### config.mk
export PLATFORM = sky130hd
export DESIGN_NAME = mem_responder_flat
export DESIGN_NICKNAME = d
export VERILOG_FILES = /design/src/rtl/mem_responder_if.sv /design/src/rtl/mem_responder.sv /design/src/flat_wrapper.sv
export SDC_FILE = /design/constraint.sdc
export NUM_CORES = 2
export LEC_CHECK = 0
export ABC_AREA = 0
export CORE_ASPECT_RATIO = 0.5
export CORE_MARGIN = 4
export CORE_UTILIZATION = 56
export DETAILED_ROUTE_END_ITERATION = 6
export HOLD_SLACK_MARGIN = 0.15
export PLACE_DENSITY = 0.77
export SYNTH_ARGS = -nofsm -noshare
export SYNTH_HDL_FRONTEND = slang
export SYNTH_SLANG_ARGS = --single-unit
### constraint.sdc
create_clock -name clk -period 3.6 [get_ports clk]
set_clock_uncertainty 0.05 [all_clocks]
set_input_delay 1.08 -clock clk [delete_from_list [all_inputs] [get_ports clk]]
set_output_delay 1.08 -clock clk [all_outputs]
set_load 0.03 [all_outputs]
### src/rtl/mem_responder_if.sv
// mem_responder_if: request/response bundle between the CPU memory
// controller (master) and the unified memory responder (slave).
//   req    - access request, sampled by the slave only while idle
//   we     - 1 = write, 0 = read, sampled with req
//   addr   - byte address, sampled with req
//   wdata  - write data, sampled with req
//   rdata  - registered read data, held until the next completed read
//   ready  - one-cycle pulse marking access completion
//   busy   - slave is processing an access
//   err    - misaligned-access flag, meaningful only with ready
interface mem_responder_if;
  logic        req;
  logic        we;
  logic [31:0] addr;
  logic [31:0] wdata;
  logic [31:0] rdata;
  logic        ready;
  logic        busy;
  logic        err;

  modport master (
    output req, we, addr, wdata,
    input  rdata, ready, busy, err
  );

  modport slave (
    input  req, we, addr, wdata,
    output rdata, ready, busy, err
  );
endinterface

### src/rtl/mem_responder.sv
// mem_responder: unified instruction/data memory slave for the multicycle
// CPU. Accepts one word access at a time, waits WAIT wait states, then
// performs the access and pulses ready for one cycle.
//
// Parameters:
//   DEPTH - memory size in 32-bit words (power of two, >= 4)
//   WAIT  - wait states per access (0..15)
// Ports:
//   clk   - system clock, rising edge
//   reset - asynchronous active-high reset (control and rdata only;
//           the memory array is never reset)
//   bus   - mem_responder_if.slave (req/we/addr/wdata in,
//           rdata/ready/busy/err out)
// Build option:
//   MEM_ALIGN_CHK_EN - when defined, a request with addr[1:0] != 0 raises
//   err in its ready cycle, a misaligned write is dropped and a misaligned
//   read returns zero. When undefined, addr[1:0] is ignored and err is 0.
module mem_responder #(
  parameter int DEPTH = 64,
  parameter int WAIT  = 2
) (
  input  logic           clk,
  input  logic           reset,
  mem_responder_if.slave bus
);
  localparam int AW = $clog2(DEPTH);

  typedef enum logic [1:0] {ST_IDLE, ST_WAIT, ST_RESP} state_t;

  state_t      state;
  logic [3:0]  cnt;

  logic          req_we_p0;
  logic [AW-1:0] req_idx_p0;
  logic [31:0]   req_wdata_p0;
  logic          req_mis_p0;

  logic [31:0] mem [DEPTH];

  logic          in_mis;
  logic          accept;
  logic          acc_fire;
  logic          acc_we;
  logic          acc_mis;
  logic [AW-1:0] acc_idx;
  logic [31:0]   acc_wdata;

  // Address bits above the word index alias; the low two bits are only
  // looked at when the alignment check is built in.
  logic unused_addr_bits;
  assign unused_addr_bits = ^{bus.addr[31:AW+2], bus.addr[1:0]};

`ifdef MEM_ALIGN_CHK_EN
  assign in_mis = (bus.addr[1:0] != 2'b00);
`else
  assign in_mis = 1'b0;
`endif

  assign accept = (state == ST_IDLE) && bus.req;

  // With zero wait states the access happens on the accepting edge, so it
  // must use the live bus inputs; otherwise it uses the latched request.
  always_comb begin
    acc_fire  = 1'b0;
    acc_we    = 1'b0;
    acc_mis   = 1'b0;
    acc_idx   = '0;
    acc_wdata = '0;
    if (WAIT == 0) begin
      acc_fire  = accept;
      acc_we    = bus.we;
      acc_mis   = in_mis;
      acc_idx   = bus.addr[AW+1:2];
      acc_wdata = bus.wdata;
    end else begin
      acc_fire  = (state == ST_WAIT) && (cnt == 4'd0);
      acc_we    = req_we_p0;
      acc_mis   = req_mis_p0;
      acc_idx   = req_idx_p0;
      acc_wdata = req_wdata_p0;
    end
  end

  // ---- p0: request capture at acceptance ----
  always_ff @(posedge clk) begin
    if (accept) begin
      req_we_p0    <= bus.we;
      req_idx_p0   <= bus.addr[AW+1:2];
      req_wdata_p0 <= bus.wdata;
      req_mis_p0   <= in_mis;
    end
  end

  // ---- access: memory commit ----
  // Gated by reset so a write caught mid-access by reset is discarded.
  always_ff @(posedge clk) begin
    if (!reset && acc_fire && acc_we && !acc_mis) begin
      mem[acc_idx] <= acc_wdata;
    end
  end

  // ---- control FSM with registered outputs ----
  always_ff @(posedge clk or posedge reset) begin
    if (reset) begin
      state     <= ST_IDLE;
      cnt       <= 4'd0;
      bus.ready <= 1'b0;
      bus.busy  <= 1'b0;
      bus.err   <= 1'b0;
      bus.rdata <= '0;
    end else begin
      bus.ready <= 1'b0;
      bus.err   <= 1'b0;
      case (state)
        ST_IDLE: begin
          if (bus.req) begin
            bus.busy <= 1'b1;
            if (WAIT == 0) begin
              state <= ST_RESP;
            end else begin
              state <= ST_WAIT;
              cnt   <= 4'(WAIT - 1);
            end
          end
        end
        ST_WAIT: begin
          if (cnt != 4'd0) begin
            cnt <= cnt - 4'd1;
          end else begin
            state <= ST_RESP;
          end
        end
        ST_RESP: begin
          state    <= ST_IDLE;
          bus.busy <= 1'b0;
        end
        default: begin
          state    <= ST_IDLE;
          bus.busy <= 1'b0;
        end
      endcase

      if (acc_fire) begin
        bus.ready <= 1'b1;
        bus.err   <= acc_mis;
        if (!acc_we) begin
          bus.rdata <= acc_mis ? 32'd0 : mem[acc_idx];
        end
      end
    end
  end
endmodule

### src/flat_wrapper.sv
// flat-port wrapper written by rule: the top's interface ports become plain ports
module mem_responder_flat 
#(
  parameter int DEPTH = 64,
  parameter int WAIT  = 2
)
  (clk, reset, bus_req, bus_we, bus_addr, bus_wdata, bus_rdata, bus_ready, bus_busy, bus_err);
  mem_responder_if bus_i ();
  input  logic clk;
  input  logic reset;
  input wire logic [$bits(bus_i.req)-1:0] bus_req;
  input wire logic [$bits(bus_i.we)-1:0] bus_we;
  input wire logic [$bits(bus_i.addr)-1:0] bus_addr;
  input wire logic [$bits(bus_i.wdata)-1:0] bus_wdata;
  output wire logic [$bits(bus_i.rdata)-1:0] bus_rdata;
  output wire logic [$bits(bus_i.ready)-1:0] bus_ready;
  output wire logic [$bits(bus_i.busy)-1:0] bus_busy;
  output wire logic [$bits(bus_i.err)-1:0] bus_err;
  assign bus_i.req = bus_req;
  assign bus_i.we = bus_we;
  assign bus_i.addr = bus_addr;
  assign bus_i.wdata = bus_wdata;
  assign bus_rdata = bus_i.rdata;
  assign bus_ready = bus_i.ready;
  assign bus_busy = bus_i.busy;
  assign bus_err = bus_i.err;
  mem_responder #(.DEPTH(DEPTH), .WAIT(WAIT)) u_core (.clk(clk), .reset(reset), .bus(bus_i));
endmodule
Yosys cells after proc, flatten, opt, wreduce, memory -nomap -nowiden
Memory sizes are Yosys's and may differ from the RTL's. A register that Yosys moved wholly into a read port is not among the register bits. Cells that the tools add are included.

Register bits after elaboration: 47. Bits in writable memories: 2048. Bits of input ports: 68. Output and inout port bits: 35. Word-level logic and storage cells: 39. Memories: 1.

Memory list: u_core.mem (depth 64, bits a word 32, read ports 1, clocked after Yosys merged registers in 1, write ports 1, RTL line mem_responder.sv:38) `logic [31:0] mem [DEPTH];`.

$add $sub $neg: 1. Equal/unequal tests: 4. Muxes and demuxes: 11. Bitwise gates (word level): 2. Reductions and logical operators: 13.

Operators with widths (number): two-way mux 4 bit (2); case mux 4 bit (2 select lines) (1); inequality test 2 bit (second input constant) (3); AND reduction 2 bit (3); logical AND 1 bit (4); logical NOT 4 bit (1); two-way mux 1 bit (4); two-way mux 2 bit (2); case mux 2 bit (2 select lines) (1); nonzero test 4 bit (1); subtractor 4 x 1 -> 4 bit (second input constant) (1); AND reduction 3 bit (1); == test 2 x 1 -> 1 bit (second input constant) (1); logical NOT 2 bit (1); inverter 1 bit (2); case mux 1 bit (2 select lines) (1); nonzero test 2 bit (1); logical NOT 1 bit (1).

Longest topological paths before layout
Depth in word-level cells: 6. Mapped depth: 12. Gate-level depth less buffers: 8.

Worst setup path after synthesis
No wires, ideal clock.

Kind: input-to-reg. Start: in reset. End: mem u_core.mem[12][0], enable pin. Library setup time: 421 ps. Arrival: 4081 ps. Data required time: 3129 ps. Setup slack: -952 ps. Cell stages on the path: 5. Cell sequence: inv_1 > and3_1 > clkbuf_1 > nand3_1 > nor2_1.

Word-level cells in the longest chain between the ends: 5.

RTL lines: start: declaration (RTL line flat_wrapper.sv:10) `input logic reset;`; logical NOT 1 bit (RTL line mem_responder.sv:97) `if (!reset && acc_fire && acc_we && !acc_mis) begin`; logical AND 1 bit (2 in series) (RTL line mem_responder.sv:97); two-way mux 1 bit (RTL line mem_responder.sv:97); two-way mux 1 bit (not written as such) (RTL line mem_responder.sv:98) `mem[acc_idx] <= acc_wdata;`; end: declaration (RTL line mem_responder.sv:38).

Every way passes these cells.

==> qor.yml <==
run_status: "completed"
synth_area_per_cell_sq_um: 19.3
ant_nets: 0
dp_worst_setup_slack_ns: 0.319
grt_overflow: 0
grt_max_degree: 67
clk_pin_slew_ns: 0.07
fp.dieH_um: 277
synth_top_area_share_pct: 77.4
grt_use_met2_pct: 45.6
io_pins: 103
synth.most_common_cell: "edfxtp_1"
portBuffers: 75
required_ns: 4.25
dr.pass1.iters: 6
grt-busiest-layer: "met2"
grtUsageMet3_pct: 13.1
grt_usage_pct: 31.1
floorplan.initialDensity_pct: 56.5
synth_top_area_cell: "edfxtp_1"
vias: 47000
rsz0062_at_grt: "no"
grt_pass1_wl_um: 335000
fp.dieW_um: 546
ys_top_cells_by_count: "edfxtp_1 (2087), a221oi_1 (310), mux2i_1 (293)"
vdd_drop_max_mv: 0.569
via_per_inst: 7.13
finalHoldViolCount: 0
row_count: 98
post_cts_buffers: 0
post-place-cells: 6264
synth-seq-cells: 2127
area_delta_synth_final_pct: 15.2
max-slew-margin-rel_pct: 6.19
yosysWarnings: 0
p_leak_nw: 29.9
cts_buffers: 177
reg2reg_slack_ns: 0.09
fin_setup_tns_ns: 0
tritoncts: "built"
drt-initial-drc-count: 8693
wl_um: 238000
fmax_mhz: 285
grt_use_met1_pct: 41.9
synth_ff_type: "edfxtp_1"
worst_slew_pin_slew_ns: 1.39
crit_type: "flop to flop"
clk_path_buf_depth: 3
fin_crit_sh_pct: 97.6
final_nets: 4612
place_congestion: 0.933
synth.area.top_cells: "edfxtp_1 (77%), mux4_2 (5.0%), mux2i_1 (3.6%)"
grt_pass1_vias: 45600
critPathLaunchType: "flop"
synthArstFlopShare_pct: 1.88
maxCapViolCount: 0
syn_nets: 4253
crit_path_end_kind: "flop"
holdCritPathClass: "flop to flop"
period_minus_slack_ns: 3.51
critical_path_arrival_ns: 4.16
drive_above_1_share_pct: 21.2
power_density_nw_per_um2: 623
syn-cell-area_sq_um: 81000
setup_viol: 0
synth_cell_type_count: 69
h-tree-depth: 4
synth_enable_flop_cells: 2087
coreArea_sq_um: 143000
dieArea_sq_um: 151000
cp_max_fo: 21
cts_hold_buf: 0
cts_resized: 0
postSynthCellCount: 4184
wl_per_cell_um: 36.1
clock_sinks: 2127
antenna_found_initial: 15
slew_violations: 0
route.detailed.drc: 0
ys_seq_area_share_pct: 78.7
clk_latency_ns: 0.82
stdcell_count: 6588
post-dp-hpwl_um: 143000
fin_ws_ns: 0.0852
clockRootBuffer: "clkbuf_16"
==> critical path, stage by stage (launching register included) <==
cell      delay [ns]
edfxtp_1        0.38
buf_12          0.20
buf_12          0.24
buf_4           0.41
or2_2           0.50
o22ai_1         0.16
a221oi_1        0.32
o21ai_0         0.54
o32a_1          0.55
==> cell type report <==
| cell class | count | area, sq um |
|---|---|---|
| inverter | 8 | 41.3 |
| antenna | 6 | 15.0 |
| multi-input combinational | 1769 | 16300 |
| clock inverter | 98 | 744 |
| clock buffer | 220 | 4680 |
| sequential | 2127 | 63700 |
| tap | 1900 | 2380 |
| fill | 8852 | 50000 |
| timing repair buffer | 460 | 5420 |
==> path summary, 6_finish.rpt <==
path / cells after the start / endpoint / startpoint
setup / recovery: 8 / u_core.bus.rdata[4] / u_core.acc_idx[1]
hold / removal: 1 / u_core.cnt[0] / u_core.cnt[0]
setup reg to reg: 8 / u_core.bus.rdata[4] / u_core.acc_idx[1]
hold reg to reg: 1 / u_core.cnt[0] / u_core.cnt[0]
max in group asynchronous: 3 / u_core.bus.rdata[3] / reset
min in group asynchronous: 3 / u_core.bus.rdata[28] / reset
==> cells in the final DEF (no fill, tap or decap), types with 38 or more instances in the layout <==
| cell | n |
|---|---|
| clkbuf_16 | 179 |
| o21ai_0 | 111 |
| nor2_4 | 67 |
| clkdlybuf4s50_1 | 75 |
| mux2i_1 | 293 |
| dfrtp_1 | 40 |
| mux2_2 | 81 |
| buf_4 | 243 |
| nand3_1 | 41 |
| o22ai_1 | 80 |
| a22oi_1 | 120 |
| edfxtp_1 | 2087 |
| buf_12 | 142 |
| nor2_1 | 150 |
| mux4_2 | 178 |
| a21oi_1 | 51 |
| a221oi_1 | 310 |
| clkinv_2 | 38 |
| nand2_1 | 87 |
==> routing by layer <==
layer,vias to the layer above,wire length [um]
li1,18200,-
met1,23800,81100
met2,4383,105000
met3,630,42000
met4,18,9110
met5,-,153
==> report_power, final <==
part,switching (mW),internal [mW]
Sequential,0.408,28.6
Clock,8.70,9.82
Combinational,7.20,3.40
==> flip-flops by register name, indices dropped and copies added (netlist names) <==
name              flops
u_core.mem         2048
u_core.acc_wdata     32
u_core.bus.rdata     32
u_core.acc_idx        6
u_core.cnt            4
u_core.state          2
u_core.acc_we         1
u_core.bus.busy       1
u_core.bus.ready      1
==> through the flow <==
step	area (sq um)	power, mW	utilization [%]	hold slack [ns]
finish	93300	58.1	65.1	0.451
detailed placement	87800	39.6	61.3	0.440
CTS	93200	57.7	65.1	0.448
floorplan	81300	34.9	-	0.413
global placement	87800	39.3	61.3	0.439
global route	93200	59.4	65.1	0.474
==> logic make-up (layout without fill, tap and decap cells) <==
family,Yosys count,after routing,synth area share (%)
compound gates,799,799,7.45
xor+xnor,2,2,0.0216
fa+ha+maj,1,1,0.0155
buf+inv,288,786,1.92
flops,2127,2127,78.7
mux,553,553,9.72
other cells,1,7,0.00463
simple gates,413,413,2.21
(Power assumes the default switching activity.)
